## config.mk

```make
export PLATFORM = sky130hd
export DESIGN_NAME = gate_test_sequencer_flat
export DESIGN_NICKNAME = d
export VERILOG_FILES = /design/src/rtl/gate_test_sequencer_if.sv /design/src/rtl/gate_test_sequencer.sv /design/src/flat_wrapper.sv
export SDC_FILE = /design/constraint.sdc
export NUM_CORES = 1
export LEC_CHECK = 0
export CAP_MARGIN = 25
export CELL_PAD_IN_SITES_DETAIL_PLACEMENT = 1
export CELL_PAD_IN_SITES_GLOBAL_PLACEMENT = 2
export CORE_UTILIZATION = 28
export DETAILED_ROUTE_END_ITERATION = 8
export GPL_ROUTABILITY_DRIVEN = 0
export GPL_TIMING_DRIVEN = 0
export PLACE_DENSITY = 0.85
export SLEW_MARGIN = 20
export SYNTH_ARGS = -nofsm -noshare
export SYNTH_HDL_FRONTEND = slang
export SYNTH_SLANG_ARGS = --single-unit
```

## constraint.sdc

```tcl
create_clock -name clk -period 2.4 [get_ports clk]
set_input_delay 0.36 -clock clk [delete_from_list [all_inputs] [get_ports clk]]
set_output_delay 0.36 -clock clk [all_outputs]
set_load 0.02 [all_outputs]
```

## src/rtl/gate_test_sequencer_if.sv

```systemverilog
// Bundle between the quad-AND test sequencer and its host/fixture: start request,
// gate stimulus/response and pass/fail result with first-failure capture.
interface gate_test_sequencer_if;
  logic       start;
  logic [3:0] A;
  logic [3:0] B;
  logic [3:0] Y;
  logic       busy;
  logic       done;
  logic       pass;
  logic       fail;
  logic [1:0] err_gate;
  logic [1:0] err_vec;
  logic [3:0] err_y;

  modport master (
    output start, Y,
    input  A, B, busy, done, pass, fail, err_gate, err_vec, err_y
  );

  modport slave (
    input  start, Y,
    output A, B, busy, done, pass, fail, err_gate, err_vec, err_y
  );
endinterface

```

## src/rtl/gate_test_sequencer.sv

```systemverilog
// Walks a quad 2-input AND through four stimulus vectors, waits for the outputs
// to settle, and reports pass or the first failing gate/vector/response.
module gate_test_sequencer #(
  parameter int unsigned SETTLE_CYCLES = 3
) (
  input  logic                 clk,
  input  logic                 reset,
  gate_test_sequencer_if.slave bus
);
  localparam int unsigned S  = (SETTLE_CYCLES == 0) ? 1 : SETTLE_CYCLES;
  localparam int unsigned CW = (S > 1) ? $clog2(S) : 1;
  localparam logic [CW-1:0] CNT_RELOAD = CW'(S - 1);

  typedef enum logic [1:0] {IDLE, SETTLE, CHECK, DONE} state_e;

  // Gate g sees combination (v+g) mod 4, so neighbours always differ.
  function automatic logic [7:0] vec_pattern(input logic [1:0] v);
    logic [3:0] a, b;
    logic [1:0] c;
    for (int g = 0; g < 4; g++) begin
      c    = v + 2'(g);
      a[g] = c[1];
      b[g] = c[0];
    end
    return {a, b};
  endfunction

  state_e        state_q, state_d;
  logic [1:0]    vec_q, vec_d;
  logic [CW-1:0] cnt_q, cnt_d;
  logic [3:0]    a_q, a_d, b_q, b_d;
  logic          pass_q, pass_d, fail_q, fail_d;
  logic [1:0]    err_gate_q, err_gate_d, err_vec_q, err_vec_d;
  logic [3:0]    err_y_q, err_y_d;
  logic [3:0]    mism;
  logic [1:0]    first_bad;

  always_ff @(posedge clk) begin
    if (reset) begin
      state_q    <= IDLE;
      vec_q      <= '0;
      cnt_q      <= '0;
      a_q        <= '0;
      b_q        <= '0;
      pass_q     <= 1'b0;
      fail_q     <= 1'b0;
      err_gate_q <= '0;
      err_vec_q  <= '0;
      err_y_q    <= '0;
    end else begin
      state_q    <= state_d;
      vec_q      <= vec_d;
      cnt_q      <= cnt_d;
      a_q        <= a_d;
      b_q        <= b_d;
      pass_q     <= pass_d;
      fail_q     <= fail_d;
      err_gate_q <= err_gate_d;
      err_vec_q  <= err_vec_d;
      err_y_q    <= err_y_d;
    end
  end

  always_comb begin
    mism      = bus.Y ^ (a_q & b_q);
    first_bad = '0;
    for (int i = 3; i >= 0; i--) begin
      if (mism[i]) first_bad = 2'(i);
    end
  end

  always_comb begin
    state_d    = state_q;
    vec_d      = vec_q;
    cnt_d      = cnt_q;
    a_d        = a_q;
    b_d        = b_q;
    pass_d     = pass_q;
    fail_d     = fail_q;
    err_gate_d = err_gate_q;
    err_vec_d  = err_vec_q;
    err_y_d    = err_y_q;
    unique case (state_q)
      IDLE, DONE: begin
        if (bus.start) begin
          vec_d      = '0;
          {a_d, b_d} = vec_pattern(2'd0);
          cnt_d      = CNT_RELOAD;
          pass_d     = 1'b0;
          fail_d     = 1'b0;
          err_gate_d = '0;
          err_vec_d  = '0;
          err_y_d    = '0;
          state_d    = SETTLE;
        end
      end
      SETTLE: begin
        if (cnt_q == '0) state_d = CHECK;
        else             cnt_d   = cnt_q - CW'(1);
      end
      CHECK: begin
        if (|mism) begin
          fail_d     = 1'b1;
          err_gate_d = first_bad;
          err_vec_d  = vec_q;
          err_y_d    = bus.Y;
          state_d    = DONE;
        end else if (vec_q == 2'd3) begin
          pass_d  = 1'b1;
          state_d = DONE;
        end else begin
          vec_d      = vec_q + 2'd1;
          {a_d, b_d} = vec_pattern(vec_q + 2'd1);
          cnt_d      = CNT_RELOAD;
          state_d    = SETTLE;
        end
      end
      default: state_d = IDLE;
    endcase
  end

  assign bus.A        = a_q;
  assign bus.B        = b_q;
  assign bus.busy     = (state_q == SETTLE) || (state_q == CHECK);
  assign bus.pass     = pass_q;
  assign bus.fail     = fail_q;
  assign bus.done     = pass_q | fail_q;
  assign bus.err_gate = err_gate_q;
  assign bus.err_vec  = err_vec_q;
  assign bus.err_y    = err_y_q;
endmodule

```

## src/flat_wrapper.sv

```systemverilog
// flat-port wrapper written by rule: the top's interface ports become plain ports
module gate_test_sequencer_flat 
#(
  parameter int unsigned SETTLE_CYCLES = 3
)
  (clk, reset, bus_start, bus_Y, bus_A, bus_B, bus_busy, bus_done, bus_pass, bus_fail, bus_err_gate, bus_err_vec, bus_err_y);
  gate_test_sequencer_if bus_i ();
  input  logic clk;
  input  logic reset;
  input wire logic [$bits(bus_i.start)-1:0] bus_start;
  input wire logic [$bits(bus_i.Y)-1:0] bus_Y;
  output wire logic [$bits(bus_i.A)-1:0] bus_A;
  output wire logic [$bits(bus_i.B)-1:0] bus_B;
  output wire logic [$bits(bus_i.busy)-1:0] bus_busy;
  output wire logic [$bits(bus_i.done)-1:0] bus_done;
  output wire logic [$bits(bus_i.pass)-1:0] bus_pass;
  output wire logic [$bits(bus_i.fail)-1:0] bus_fail;
  output wire logic [$bits(bus_i.err_gate)-1:0] bus_err_gate;
  output wire logic [$bits(bus_i.err_vec)-1:0] bus_err_vec;
  output wire logic [$bits(bus_i.err_y)-1:0] bus_err_y;
  assign bus_i.start = bus_start;
  assign bus_i.Y = bus_Y;
  assign bus_A = bus_i.A;
  assign bus_B = bus_i.B;
  assign bus_busy = bus_i.busy;
  assign bus_done = bus_i.done;
  assign bus_pass = bus_i.pass;
  assign bus_fail = bus_i.fail;
  assign bus_err_gate = bus_i.err_gate;
  assign bus_err_vec = bus_i.err_vec;
  assign bus_err_y = bus_i.err_y;
  gate_test_sequencer #(.SETTLE_CYCLES(SETTLE_CYCLES)) u_core (.clk(clk), .reset(reset), .bus(bus_i));
endmodule
```

# Word-level counts from Yosys, hierarchy flattened
# Cells that the tools add are included.
# totals
in_bits,7
reg_bits,24
out_inout_bits,20
elab_cells,79
# classes
reduce_logical,11
n_mux,39
n_addsub,5
bitwise,3
n_eq_ne,11
# op_table
operator,n
2-bit 2-to-1 mux,17
4-bit 2-to-1 mux,8
4-bit case mux with 2 select lines,3
2-bit case mux with 2 select lines,3
2-bit case mux with 3 select lines,2
4-bit AND reduction,3
"2-bit inequality test, second input constant",4
"2-bit == test, second input constant",3
"2-bit by 1-bit inequality test with 1-bit output, second input constant",3
"2-bit by 1-bit adder with 2-bit output, second input constant",2
"2-bit adder, second input constant",2
4-bit bitwise AND,1
2-bit zero test,2
1-bit 2-to-1 mux,4
1-bit case mux with 2 select lines,2
4-bit OR reduction,1
4-bit XOR,1
3-bit AND reduction,1
"2-bit by 1-bit == test with 1-bit output, second input constant",1
2-bit AND reduction,1
2-bit nonzero test,1
2-bit OR reduction,1
"2-bit by 1-bit subtractor with 2-bit output, second input constant",1
1-bit logical OR,1
1-bit bitwise OR,1

# Longest topological paths before layout
# Gate-level depths: netlist of run 1.
# logic_depth
ltp_word,8
depth_mapped,7

# Worst setup path after synthesis of run 1
# OpenSTA, ideal clock, no wires.
# synth_path
path_type,register -> register
startpoint,reg u_core.vec_q[0]
endpoint,reg u_core.cnt_q[0]
arrival_time_ns,1.845
setup_time_ns,0.070
setup_slack_ns,0.485
synth_period_minus_slack_ns,1.915
required_time_ns,2.330
stages_incl_launch_ff,6
path_cell_list,dfxtp_1 a21boi_1 nor4_4 a31oi_4 or4_1 a21oi_1
# synth_between
elab_chain_len,3
# synth_lines
element,line,source
start: declaration,gate_test_sequencer.sv:29,"logic [1:0] vec_q, vec_d;"
start signal: assignment,gate_test_sequencer.sv:52,vec_q <= vec_d;
2-bit == test,gate_test_sequencer.sv:108,end else if (vec_q == 2'd3) begin
2-bit inequality test (no line),-,
4-bit AND reduction (no line),-,
end signal: assignment,gate_test_sequencer.sv:53,cnt_q <= cnt_d;
end: declaration,gate_test_sequencer.sv:30,"logic [CW-1:0] cnt_q, cnt_d;"
# Every way passes these cells.
# A chain may end at the register's enable or synchronous reset.

# Final worst setup path of run 1
# layout_path
startpoint,in bus_Y[3]
endpoint,reg u_core.cnt_q[0]
# layout_between
elab_chain_len,4
# layout_lines
element,line,source
start: declaration,flat_wrapper.sv:11,input wire logic [$bits(bus_i.Y)-1:0] bus_Y;
4-bit XOR,gate_test_sequencer.sv:65,mism = bus.Y ^ (a_q & b_q);
4-bit OR reduction,gate_test_sequencer.sv:102,if (|mism) begin
2-bit inequality test (no line),-,
4-bit AND reduction (no line),-,
# Every way passes these cells.

==> impl_summary.md, run 1 <==
Synth
The number of distinct standard cells referenced by the synthesized netlist is 37. Yosys attributes the largest share of cell area to dfxtp_1 39%, a22o_1 5.1%, ha_1 4.8%, a21oi_1 4.3%, inv_1 4.3%. The number of nets in the synthesized netlist is roughly 130. The synthesized flop and latch total is 20.

The synthesized design spends more area on one cell type than any other, namely dfxtp_1. Summing every instance area after synthesis gives around 1000 um2. The sequential fraction of the synthesis area is between 30 and 40%.

The fraction of synthesized cell area taken by the top area cell type is between 30 and 40%. The number of enable-type register cells in the synthesized netlist is 0. The commonest cells after synthesis are 20 x dfxtp_1, 12 x inv_1, 9 x a21oi_1. For this run, the number of Yosys warnings is 0. The share of synthesized flip-flops with an asynchronous set or reset is 0%. The most frequently used cell type in the post-synthesis netlist is dfxtp_1. The per-instance average area after synthesis is ~9.1 um2. The most instantiated flip-flop cell in the synthesis netlist is dfxtp_1. Synthesis produced a netlist whose cell count is about 110.

Floorplan
The die is 62.9 um wide. The die covers ~4000 um2. For this configuration, the core starts out at a cell density of a little under a third. The region available for standard cell placement spans 3440 um2. The chip height is ~63 um. In this run the count of I/O pins placed on the die edge is 27. The standard-cell row count is 21.

Clock network
In this run the clock root is driven by a clkbuf_8. The total clock buffers created by CTS is 3. The clock reaches the later pin of the worst-skew pair after between 0.2 and 0.3 ns. After clock tree synthesis, the clock-pin slew on the worst setup and hold paths is ~0.070 ns.

The clock tree from TritonCTS is yes. The post-cts hold buffer count is 0. The number of buffers on the longest clock path is 2. The depth of the CTS H-tree is 1. The post-CTS setup repair buffer count is 0.

The number of sinks on the clock net is 20. The number of gates resized after CTS was 0.

Timing
The worst pin sits at a relative slew slack of between 50% and 60%. The clock period minus worst slack is approximately 2.3 ns. The final hold violation count came to 0. The number of endpoints failing setup at the final stage is 0. The number of max-slew violations in the final report came to 0. Adding up every negative setup slack in the final design gives 0 ns. At the pin with the least slew margin, the transition time is 0.721 ns. Setup repair after global routing left no endpoint under its margin. The worst hold margin is roughly 0.46 ns.

The worst path uses between 90% and 100% of the clock period. The setup clock skew after layout is between 0.005 and 0.006 ns. The maximum frequency from static timing analysis is 443 MHz.

Global routing
The pin count of the biggest net entering global routing is 11. The initial antenna violation count is 0. The global-route usage over all layers is 14.9%. The first global-routing pass estimated about 4.7 mm of wire. The global-route congestion overflow total is 0. The via count of the first global-routing pass is 963.

Setup path
The startpoint-to-endpoint class of the critical path is input port to flop. Data on the critical path arrives at its endpoint at 2.45 ns. Data on the critical path is required at its endpoint by between 2 and 3 ns. The biggest fanout along the worst timing path is 8. The type of element launching the critical path is an input port. The worst setup path is captured at a flop.

The depth of the most critical reg-to-reg path is 5.

Final layout
Of the cells placed in the final design, the portion with a size suffix greater than 1 is 9.09%. The number of antenna repair diodes is 0. In the final design database the tool counted 156 nets. The area growth from synthesis to final layout is 34.5%.

Route
For this run, design rule violations remaining after detail routing come to 0. Dividing the detail-routed via count by the number of cells gives between 4 and 5. The detailed router placed between 900 and 1,000 vias in this run. Before antenna repair, the detailed router went through 4 iterations. Dividing the detail-routed wire length by the instance count gives between 10 and 15 um. The total wire length is 2.65 mm. The detailed router finished its first iteration with 24 violations. The post-detailed-route count of antenna-violating nets is 0.

Job
Max-cap violations in this run came to 0.

Pwr
The post-layout total power is ~0.78 mW. The cell leakage power is 0.533 nW. The largest vdd supply drop is ~0.18 mV. Dividing total power by cell area gives a power density of around 560 nW/um2.

Hold path
The worst min-delay path class is flop to flop. Counting instances, the worst hold path has a depth of 1.

Place
Input and output buffers added on the ports amount to 26. The placed wire-length estimate is between 2 and 2.5 mm.

Run status
The flow ran to the end, and the final reports show no timing, DRC or antenna violations.
[where the power goes]
| part | switching, mW | leakage [nW] | internal (mW) |
|---|---|---|---|
| clock | 0.109 | 0.0216 | 0.112 |
| combinational | 0.116 | 0.348 | 0.0831 |
| sequential | 0.0130 | 0.163 | 0.349 |
| total | 0.238 | 0.533 | 0.544 |
[stage by stage]
stage / utilization (%) / cell area (um2) / cells / setup slack (ns)
after floorplan: - / 1040 / 114 / 0.485
after global placement: 39.4 / 1360 / 186 / -0.0777
after detailed placement: 39.4 / 1360 / 186 / -0.119
after CTS: 40.6 / 1400 / 189 / 0.140
after global routing: 40.6 / 1400 / 189 / 0.0292
final: 40.6 / 1400 / 189 / 0.141
[metal layers]
metal / up-vias / wire length (um) / track usage [%]
met3: 5 / 76 / 2.92
met4: 0 / 31 / 4.36
met1: 450 / 1270 / 19.3
met5: - / 0 / 0
met2: 16 / 1280 / 24.6
li1: 468 / - / -
[registers in the layout (all words and copies together) (netlist names)]
name,cells
u_core.bus.err_y,4
u_core.bus.err_vec,2
u_core.state_q,2
u_core.bus.err_gate,2
u_core.bus.pass,1
u_core.bus.B,1
u_core.vec_q,1
u_core.bus.fail,1
u_core.cnt_q,2
u_core.bus.A,4
[cell type report]
type                            instances  area, um2
Fill cell                             408       2040
Multi-Input combinational cell         79        576
Sequential cell                        20        400
Timing Repair Buffer                   26        260
Tap cell                               46       57.6
Inverter                               12       45.0
Clock buffer                            3       41.3
Buffer                                  3       18.8
[worst paths after layout]
path                                             start                      to  slack, ns
worst max-delay path                          bus_Y[3]         u_core.cnt_q[0]       0.14
worst min-delay path            u_core.bus.err_gate[1]  u_core.bus.err_gate[1]       0.46
worst max register to register         u_core.vec_q[0]         u_core.cnt_q[0]       0.26
worst min register to register  u_core.bus.err_gate[1]  u_core.bus.err_gate[1]       0.46
[worst max-delay path, cell delays in order]
cell and delay, ns:
clkdlybuf4s50_1 0.52, and3b_1 0.22, nor4_4 0.48, a31oi_4 0.22, or4_1 0.51, a21oi_1 0.13
[placed cells by master (no fill, tap or decap), types with 2 or more instances in the layout]
cell	Yosys	routed
nor2_1	7	7
a211oi_1	2	2
a21oi_1	9	9
ha_1	4	4
nor3_1	2	2
buf_4	2	2
and3b_1	2	2
a221oi_1	3	3
a22o_1	6	6
clkbuf_8	0	3
clkdlybuf4s50_1	0	26
nand3_1	4	4
dfxtp_1	20	20
nand2_1	7	7
a21boi_1	2	2
o21ai_0	7	7
a21o_1	2	2
xnor2_1	3	3
inv_1	12	12
[kinds of logic after synthesis]
group,count (synthesis),synth area share (%)
adder cells (fa/ha/maj),4,4.81
AND/OR/NAND/NOR,33,18.4
XOR/XNOR,4,3.37
multiplexers,1,0.963
AO/OA/AOI/OAI,37,27.8
buffers and inverters,15,6.14
flip-flops,20,38.5
Note: power is estimated with default switching activity, not from simulation.
==> run 2, diff against run 1 <==
--- a/config.mk
+++ b/config.mk
@@ -8,11 +8,12 @@
 export CAP_MARGIN = 25
 export CELL_PAD_IN_SITES_DETAIL_PLACEMENT = 1
 export CELL_PAD_IN_SITES_GLOBAL_PLACEMENT = 2
-export CORE_UTILIZATION = 28
+export CORE_UTILIZATION = 35
 export DETAILED_ROUTE_END_ITERATION = 8
+export DONT_BUFFER_PORTS = 1
 export GPL_ROUTABILITY_DRIVEN = 0
 export GPL_TIMING_DRIVEN = 0
-export PLACE_DENSITY = 0.85
+export PLACE_DENSITY = 0.82
 export SLEW_MARGIN = 20
 export SYNTH_ARGS = -nofsm -noshare
 export SYNTH_HDL_FRONTEND = slang
==> run 2 against run 1 <==
Worst setup slack better by 0.10 ns. Clock power is 25% higher. Combinational power is 28% lower. Core utilization is 0.071 points higher. Worst hold slack worse by 0.34 ns. Global-route usage is 1.5 points higher. Wire length is 9.4% lower. Non-clock buffer count is 26 lower. Critical path depth is 1 lower. Critical path type is now flop to flop. Largest cell class unchanged. Highest routed layer unchanged.
==> impl_summary.md, run 2 (synthesis gave the netlist of run 1 again) <==
Final layout
The number of antenna repair diodes is 0. The final net count is between 100 and 150. The area growth from synthesis to final layout is 8.91%. The proportion of layout cells with a drive suffix above 1 is 12.7%. The top cell types in the final layout, fill and taps aside, are 19 x dfxtp_1, 12 x inv_1, 9 x a21oi_1. Leaving out fill and tap cells, the most frequent cell in the layout is dfxtp_1. Fill cells in the final layout number approximately 330.

The design area is 1130 um2.

Pwr
In this run the power density over the cells is between 700 and 800 nW/um2. In this run the static leakage power is approximately 0.45 nW. IR analysis of the VDD net gives a maximum drop of around 0.41 mV.

Clock network
In this run the number of H-tree levels came out at 1. For this design, the sink count on the clock tree is 20. In this run the deepest clock path goes through 2 buffers. The CTS clock-pin slew for the worst setup and hold paths is 0.12 ns. The total clock buffers created by CTS is 3.

The clock reaches the later pin of the worst-skew pair after roughly 0.30 ns. The clock tree from TritonCTS is yes. The cell sitting at the root of the clock tree is a clkbuf_4. The post-CTS setup repair buffer count is 0.

Timing
The number of endpoints failing setup at the final stage is 0. The setup clock skew after layout is ~0.0041 ns. The least setup slack across all paths after layout is between 0.2 and 0.25 ns.

The smallest clock period supported by the final layout is computed as around 2.2 ns. Setup repair after global routing left no endpoint under its margin. After routing, the total negative slack on setup checks comes to 0 ns. Static timing analysis puts the maximum clock frequency at roughly 460 MHz.

For the pin with the worst max-slew slack, the measured transition is a little under 0.7 ns. The number of max-slew violations in the final report is 0. The ratio of final minimum period to clock period is 89.8%.

Measured against its own limit, the worst slew margin works out to 53.4%. The final hold violation count came to 0.

Global routing
The first global-routing pass estimated slightly above 4 mm of wire. The initial antenna violation count is 0. For this run, the total global-route usage over all layers was measured as between 10% and 20%. The global-route congestion overflow total is 0. The via count of the first global-routing pass is around 850. The pin count of the biggest net entering global routing is 13.

Floorplan
The total area inside the core boundary comes to ~2800 um2. The total I/O pin count is 27. The floorplan step defined a die boundary enclosing about 3200 um2. The initial core utilization is between 30% and 40%. Measured along the y axis, the die boundary spans 56.5 um. The floorplan has 19 rows.

In this run the horizontal extent of the chip is approximately 57 um.

Setup path
The worst path buffer plus inverter count is 0. In this design, the stage delay of the slowest critical-path cell is 0.56 ns. Walking the worst path, the cells encountered are a21boi_1 > nor4_4 > a31oi_4 > or4_1 > a21oi_1.

The worst setup path is of the flop to flop kind. The type of element launching the critical path is a flop. The biggest fanout along the worst timing path is 8. Among cell families on the critical path, the largest total delay comes from simple AND/OR/NAND/NOR gates.

STA classifies the critical path endpoint as a flop. The worst path arrival time is 2.40 ns. The slowest library cell on the worst path is dfxtp_1.

At the worst endpoint, the required time is roughly 2.6 ns.

Job
The tool flagged a number of max-cap violations equal to 0.

Place
The wire-length estimate of the detail-placed layout is between 1.5 and 2 mm. The total of buffers placed on input and output ports is 0. The pre-CTS setup slack is between 0.15 and 0.2 ns. The cell area reported after detailed placement is between 1000 and 1500 um2.

Route
In the routed layout, each cell is associated on average with a via count of about 5.6. The first TritonRoute pass finished after 3 iterations. For this block, the initial DRC count from the detailed router was 12.

After detailed routing, the number of remaining DRC violations is 0. Once detail routing completed, the nets flagged for antenna violations numbered 0. Dividing the detail-routed wire length by the instance count gives 16.1 um. The final layout contains routed wiring with a total length of 2.40 mm.

The vias after detailed routing is around 840.

Run status
The flow ran to the end, and the final reports show no timing, DRC or antenna violations.

Hold path
The path class of the tightest hold or removal check is input port to flop.
-- run 2: where the power goes --
group | internal, mW | switching, mW | total (mW)
logic | 0.0515 | 0.0925 | 0.144
registers | 0.349 | 0.0261 | 0.375
clock network | 0.169 | 0.107 | 0.276
total | 0.570 | 0.226 | 0.795
-- run 2: final timing paths --
path | from | end | slack (ns) | depth (start not counted)
worst max-delay path | u_core.bus.B[1] | u_core.cnt_q[0] | 0.25 | 5
worst min register to register | u_core.cnt_q[1] | u_core.cnt_q[1] | 0.48 | 2
worst min-delay path | reset | u_core.bus.pass | 0.12 | 1
worst max register to register | u_core.bus.B[1] | u_core.cnt_q[0] | 0.25 | 5
-- run 2: final cells by class --
class | instances | area [um2] | share of cell area (%)
Sequential cell | 20 | 402 | 35.5
Clock buffer | 3 | 22.5 | 1.99
Buffer | 3 | 18.8 | 1.66
Clock inverter | 1 | 30.0 | 2.65
Tap cell | 31 | 38.8 | 3.43
Inverter | 12 | 45.0 | 3.98
Multi-Input combinational cell | 79 | 576 | 50.8
-- run 2: per-stage QoR --
stage	total power [mW]	cells	utilization [%]	hold slack (ns)
2_1_floorplan	0.496	114	-	0.442
3_3_place_gp	0.522	145	38.8	0.449
3_5_place_dp	0.527	145	38.8	0.452
4_1_cts	0.804	149	40.7	0.119
5_1_grt	0.844	149	40.7	0.116
6_report	0.795	149	40.7	0.124
-- run 2: timing repair --
| item | 4_1_cts | 5_1_grt |
|---|---|---|
| gates resized for setup | 0 | 1 |
| hold buffers | 0 | 0 |
| setup endpoints to repair | 0 | 1 |
| hold endpoints to repair | 0 | 0 |
-- run 2: routing by layer --
metal  wire [um]  GRT usage, %
met1        1170          21.5
met2        1090          26.1
met3         118          4.38
met4          23          4.88
met5           0             0
